==> config.mk <==
export PLATFORM = sky130hd
export DESIGN_NAME = instr_sequencer
export DESIGN_NICKNAME = d
export VERILOG_FILES = /design/src/rtl/instr_sequencer.sv
export SDC_FILE = /design/constraint.sdc
export NUM_CORES = 1
export LEC_CHECK = 0
export CAP_MARGIN = 20
export CORE_ASPECT_RATIO = 0.8
export CORE_UTILIZATION = 53
export DETAILED_ROUTE_END_ITERATION = 10
export GPL_TIMING_DRIVEN = 0
export MAX_ROUTING_LAYER = met4
export PLACE_DENSITY = 0.87
export SYNTH_ARGS = -nofsm -noshare
export SYNTH_HDL_FRONTEND = slang
export SYNTH_SLANG_ARGS = --single-unit
==> constraint.sdc <==
create_clock -name clk -period 2.64 [get_ports clk]
set_input_delay 0.528 -clock clk [delete_from_list [all_inputs] [get_ports clk]]
set_output_delay 0.528 -clock clk [all_outputs]
set_load 0.05 [all_outputs]
==> src/rtl/instr_sequencer.sv <==
// Programmable instruction-address sequencer: replays (address, dwell) entries
// into the MIPS core after a reset pulse, once or in a loop.
module instr_sequencer #(
    parameter int ADDR_W  = 8,
    parameter int DEPTH   = 8,
    parameter int DWELL_W = 4,
    parameter int RST_CYC = 2,
    parameter int PASS_W  = 8,
    parameter int IDX_W   = $clog2(DEPTH)
) (
    input  logic              clk,
    input  logic              rst,
    input  logic              cfg_we,
    input  logic [IDX_W-1:0]  cfg_idx,
    input  logic [ADDR_W-1:0] cfg_addr,
    input  logic [DWELL_W-1:0] cfg_dwell,
    input  logic [IDX_W:0]    len,
    input  logic              loop_en,
    input  logic              start,
    input  logic              stop,
    output logic [ADDR_W-1:0] cur_add,
    output logic              cur_valid,
    output logic              core_rst,
    output logic              busy,
    output logic              done,
    output logic [IDX_W-1:0]  step_idx,
    output logic [PASS_W-1:0] pass_cnt
);

    typedef enum logic [1:0] {S_IDLE, S_RST_HOLD, S_RUN, S_DONE} state_t;

    localparam int HOLD_W = (RST_CYC > 2) ? $clog2(RST_CYC) : 1;
    localparam logic [HOLD_W-1:0] HOLD_INIT = HOLD_W'(RST_CYC - 1);
    localparam logic [IDX_W:0]    LEN_MAX   = (IDX_W + 1)'(DEPTH);

    state_t              state, state_d;
    logic [ADDR_W-1:0]   mem_addr  [DEPTH];
    logic [DWELL_W-1:0]  mem_dwell [DEPTH];
    logic [HOLD_W-1:0]   hold_cnt, hold_d;
    logic [DWELL_W-1:0]  dwell_cnt, dwell_d;
    logic [IDX_W:0]      len_q, len_d, len_clamped;
    logic                loop_q, loop_d;
    logic [ADDR_W-1:0]   cur_add_d;
    logic                cur_valid_d, core_rst_d, busy_d, done_d;
    logic [IDX_W-1:0]    step_idx_d, idx_inc;
    logic [PASS_W-1:0]   pass_d;
    logic                cfg_open, last_entry;

    assign cfg_open   = (state == S_IDLE) || (state == S_DONE);
    assign idx_inc    = step_idx + 1'b1;
    assign last_entry = ({1'b0, step_idx} == (len_q - 1'b1));

    always_comb begin
        if (len == '0)          len_clamped = (IDX_W + 1)'(1);
        else if (len > LEN_MAX) len_clamped = LEN_MAX;
        else                    len_clamped = len;
    end

    // NOTE: program memory is reset explicitly so a replay right after rst
    // presents zeros instead of entries left over from the previous program.
    always_ff @(posedge clk) begin
        if (rst) begin
            for (int i = 0; i < DEPTH; i++) begin
                mem_addr[i]  <= '0;
                mem_dwell[i] <= '0;
            end
        end else if (cfg_we && cfg_open) begin
            mem_addr[cfg_idx]  <= cfg_addr;
            mem_dwell[cfg_idx] <= cfg_dwell;
        end
    end

    always_comb begin
        // NOTE: every next-state value defaults to "hold" first, so no path
        // through the case below can leave one unassigned and infer a latch.
        state_d     = state;
        hold_d      = hold_cnt;
        dwell_d     = dwell_cnt;
        len_d       = len_q;
        loop_d      = loop_q;
        cur_add_d   = cur_add;
        cur_valid_d = cur_valid;
        core_rst_d  = core_rst;
        busy_d      = busy;
        done_d      = done;
        step_idx_d  = step_idx;
        pass_d      = pass_cnt;

        case (state)
            S_IDLE, S_DONE: begin
                if (stop) begin
                    state_d = S_IDLE;
                    done_d  = 1'b0;
                end else if (start) begin
                    state_d     = S_RST_HOLD;
                    len_d       = len_clamped;
                    loop_d      = loop_en;
                    done_d      = 1'b0;
                    pass_d      = '0;
                    hold_d      = HOLD_INIT;
                    core_rst_d  = 1'b1;
                    busy_d      = 1'b1;
                    cur_valid_d = 1'b0;
                end
            end
            S_RST_HOLD: begin
                if (stop) begin
                    state_d     = S_IDLE;
                    core_rst_d  = 1'b0;
                    cur_valid_d = 1'b0;
                    busy_d      = 1'b0;
                end else if (hold_cnt == '0) begin
                    state_d     = S_RUN;
                    step_idx_d  = '0;
                    cur_add_d   = mem_addr[0];
                    dwell_d     = mem_dwell[0];
                    core_rst_d  = 1'b0;
                    cur_valid_d = 1'b1;
                end else begin
                    hold_d = hold_cnt - 1'b1;
                end
            end
            S_RUN: begin
                if (stop) begin
                    state_d     = S_IDLE;
                    core_rst_d  = 1'b0;
                    cur_valid_d = 1'b0;
                    busy_d      = 1'b0;
                end else if (dwell_cnt != '0) begin
                    dwell_d = dwell_cnt - 1'b1;
                end else if (!last_entry) begin
                    step_idx_d = idx_inc;
                    cur_add_d  = mem_addr[idx_inc];
                    dwell_d    = mem_dwell[idx_inc];
                end else begin
                    if (pass_cnt != '1) pass_d = pass_cnt + 1'b1;
                    if (loop_q) begin
                        // Wrap straight back to entry 0; the core is not reset again.
                        step_idx_d = '0;
                        cur_add_d  = mem_addr[0];
                        dwell_d    = mem_dwell[0];
                    end else begin
                        state_d     = S_DONE;
                        cur_valid_d = 1'b0;
                        busy_d      = 1'b0;
                        done_d      = 1'b1;
                    end
                end
            end
            default: state_d = S_IDLE;
        endcase
    end

    always_ff @(posedge clk) begin
        if (rst) begin
            state     <= S_IDLE;
            hold_cnt  <= '0;
            dwell_cnt <= '0;
            len_q     <= '0;
            loop_q    <= 1'b0;
            cur_add   <= '0;
            cur_valid <= 1'b0;
            core_rst  <= 1'b0;
            busy      <= 1'b0;
            done      <= 1'b0;
            step_idx  <= '0;
            pass_cnt  <= '0;
        end else begin
            state     <= state_d;
            hold_cnt  <= hold_d;
            dwell_cnt <= dwell_d;
            len_q     <= len_d;
            loop_q    <= loop_d;
            cur_add   <= cur_add_d;
            cur_valid <= cur_valid_d;
            core_rst  <= core_rst_d;
            busy      <= busy_d;
            done      <= done_d;
            step_idx  <= step_idx_d;
            pass_cnt  <= pass_d;
        end
    end

endmodule

==> flow_metrics.env <==
export IMPL_outcome="finished clean"
export IMPL_drc=0
export IMPL_p_per_area_mw_per_mm2=639
export IMPL_cp_slowest_cell="ha_1"
export IMPL_critPathMaxStageDelay_ps=540
export IMPL_htreeDepth=4
export IMPL_required_ps=2930
export IMPL_grt_pass1_vias=4679
export IMPL_synthCells=539
export IMPL_ys_ff_latch=131
export IMPL_path_cells="ha_1 > clkbuf_4 > mux4_2 > mux2i_1 > a211oi_1 > a2111oi_0 > o22ai_1"
export IMPL_grt_pass1_wl_microns=24400
export IMPL_antenna_cells=0
export IMPL_fmaxAchievable_ghz=0.389
export IMPL_p_clk_share_pct=47.0
export IMPL_syn_nets=570
export IMPL_min_path_type="register to register"
export IMPL_drv_slew=0
export IMPL_synth_cell_types=63
export IMPL_wl_per_cell_microns=20.7
export IMPL_crit_type="register to register"
export IMPL_final_cell_count_no_fill=772
export IMPL_fp_dieW_microns=126
export IMPL_start_util_pct=55.3
export IMPL_fin_crit_sh_pct=97.3
export IMPL_pwr_share_seq_pct=46.4
export IMPL_wl_microns=15900
export IMPL_cts_hold_buf=0
export IMPL_nets=642
export IMPL_synth_top_area_share_pct=44.4
export IMPL_grt_max_degree=17
export IMPL_setup_violations=0
export IMPL_fin_area_sq_mm=0.00782
export IMPL_synth_area_per_cell_sq_um=12.0
export IMPL_cp_start_kind="register"
export IMPL_yosysWarnings=0
export IMPL_track_usage_pct=27.0
export IMPL_io_pins=48
export IMPL_yosysTopAreaCell="edfxtp_1"
export IMPL_clkLatencyLatePin_ps=430
export IMPL_grt_overflow=0
export IMPL_cts_buffer_depth=2
export IMPL_core_area_sq_mm=0.0117
export IMPL_design_power_total_mw=4.99
export IMPL_fin_crit_ps=2570
export IMPL_rows=35
export IMPL_leakage_nw=2.72
export IMPL_crit_start="step_idx[1]"
export IMPL_clkTransAtPathRegs_ps=60
export IMPL_synth_edf_count=96
export IMPL_swShare_pct=24.9
export IMPL_drive_gt1_share_pct=14.4
export IMPL_antenna_found_initial=0
export IMPL_syn_area_sq_mm=0.00649
export IMPL_comb_power_share_pct=6.6
export IMPL_firstDrtPassIters=6
export IMPL_synth_area_leaders="edfxtp_1, dfxtp_1, and2_1, mux4_2, a21oi_1"
export IMPL_vias=4840
export IMPL_cts_sinks=131
export IMPL_worst_path_max_fanout=10
export IMPL_area_delta_synth_final_pct=20.4
export IMPL_synthArstFlopShare_pct=0
export IMPL_finalClockSkew_ps=11.0
export IMPL_cp_data_arrival_time_ps=2860
export IMPL_switchingPower_mw=1.24
export IMPL_ys_flop_type="edfxtp_1"
export IMPL_globalplace_congestion=0.910
export IMPL_internal_power_mw=3.75
export IMPL_holdCritStartpoint="cur_add[5]"
export IMPL_r2r_start="step_idx[1]"
export IMPL_peakVddDrop_uv=548
export IMPL_place_inst=740
export IMPL_cap_violations=0
export IMPL_cp_end_kind="register"
export IMPL_dpl_cell_area_sq_mm=0.00720
export IMPL_drtIter0Drc=542
export IMPL_worst_pin_slew_ps=732
export IMPL_seq_area_frac_synth_pct=55.2
export IMPL_numCtsBuffers=17
export IMPL_slew_headroom_pct=50.9
export IMPL_viasPerCell=6.27
export IMPL_dp_hpwl_microns=10800
export IMPL_hold_viol_final=0
export IMPL_io_buffer_count=47
export IMPL_cts_tree="done"
export IMPL_fp_dieH_microns=101
export IMPL_die_area_sq_mm=0.0127
export IMPL_ant_nets=0
export IMPL_rsz0062_at_grt="false"
export IMPL_cts_root_buf="clkbuf_16"
==> Yosys cell counts (all sizes together) (2+ instances only) <==
cell type,number
edfxtp,96
or3,4
a21oi,30
o22ai,3
nand2b,8
nand4b,2
o211ai,11
buf,9
nand4,2
inv,13
dfxtp,35
nand2,16
o21a,3
o41ai,2
a31oi,3
ha,6
xor2,3
clkbuf,26
or2,3
nor2,23
and4,2
o311ai,3
or4,7
a2111oi,2
and2,97
nor3,11
nor2b,3
nand3,11
o21ai,27
a211oi,4
mux2i,11
o31ai,8
nor3b,3
mux4,24
a21boi,2
o2111ai,8
and3,3
==> cell usage in the layout (no fill, tap or decap), types with 5 or more instances in the layout <==
cell,count
and2_1,97
edfxtp_1,96
clkdlybuf4s50_1,47
dfxtp_1,35
a21oi_1,29
mux4_2,24
clkbuf_1,22
nor2_1,22
o21ai_0,21
clkbuf_16,17
nand2_1,16
inv_1,13
o211ai_1,11
mux2i_1,11
nor3_1,10
nand3_1,10
nand2b_1,8
o2111ai_1,8
or4_1,7
o31ai_1,7
buf_4,6
buf_2,6
ha_1,6
inv_6,6
inv_8,5
==> timing repair <==
item                                    CTS  global route
pin swaps                                 0             1
resized for setup                         2             9
endpoints found under the setup margin   43            84
setup buffers                             0             1
==> registers in the layout, indices dropped and copies added, names as in the netlist <==
name       flops
mem_addr      64
mem_dwell     32
cur_add        8
pass_cnt       8
dwell_cnt      4
len_q          4
step_idx       3
state          2
busy           1
core_rst       1
cur_valid      1
done           1
hold_cnt       1
loop_q         1
==> cells by family after synthesis <==
logic type | count (synthesis) | synth area share, %
simple gates | 198 | 17.8
flops | 131 | 55.2
compound gates | 116 | 12.0
buf+inv | 48 | 3.06
mux | 36 | 10.2
fa+ha+maj | 6 | 1.16
xor+xnor | 4 | 0.655
==> per-stage QoR <==
stage | setup TNS [ps] | hold slack [ps] | worst slack [ps] | utilization [%]
floorplan | 0 | 455 | 86.9 | -
global placement | -48960 | 468 | -700 | 60.9
detailed placement | -4960 | 471 | -303 | 61.4
CTS | -1960 | 490 | -92.2 | 66.4
global route | 0 | 508 | 10.9 | 66.6
finish | 0 | 486 | 71.7 | 66.6
==> power by group through the flow <==
| stage | Clock, mW | Sequential (mW) | Combinational [mW] |
|---|---|---|---|
| 2_1_floorplan | 0 | 2.36 | 0.166 |
| 3_3_place_gp | 0 | 2.35 | 0.293 |
| 3_5_place_dp | 0 | 2.36 | 0.313 |
| 4_1_cts | 2.35 | 2.32 | 0.320 |
| 5_1_grt | 2.44 | 2.32 | 0.353 |
| 6_report | 2.35 | 2.32 | 0.329 |
==> final timing paths <==
kind / cells after the start / endpoint / slack [ps]
worst max register to register: 7 / dwell_cnt[0] / 70
worst min-delay path: 2 / cur_add[5] / 490
worst min register to register: 2 / cur_add[5] / 490
worst max-delay path: 7 / dwell_cnt[0] / 70
==> metal layers <==
metal	global-route usage, %	up-vias	share of wire [%]
li1	-	2186	-
met1	33.3	2399	42
met2	43.5	224	49
met3	6.48	31	7.5
met4	10.9	0	1.7
met5	-	-	0
==> area by class of cell <==
cell class                 count  area, sq um
buffer                        34          153
clock buffer                  17          425
clock inverter                15          160
fill                         796         3920
inverter                      13         48.8
multi-input combinational    360         2730
sequential                   131         3580
tap                          148          185
timing repair buffer          54          531
==> critical path, delay by kind of cell (launching register included) <==
kind                       cells  cell delay (ps)
DFF                            1              350
buffers and inverters          1              340
AOI/OAI and AO/OA              3              660
muxes                          2              550
adders and majority gates      1              540
No activity file was read; power rests on OpenSTA's default activity.
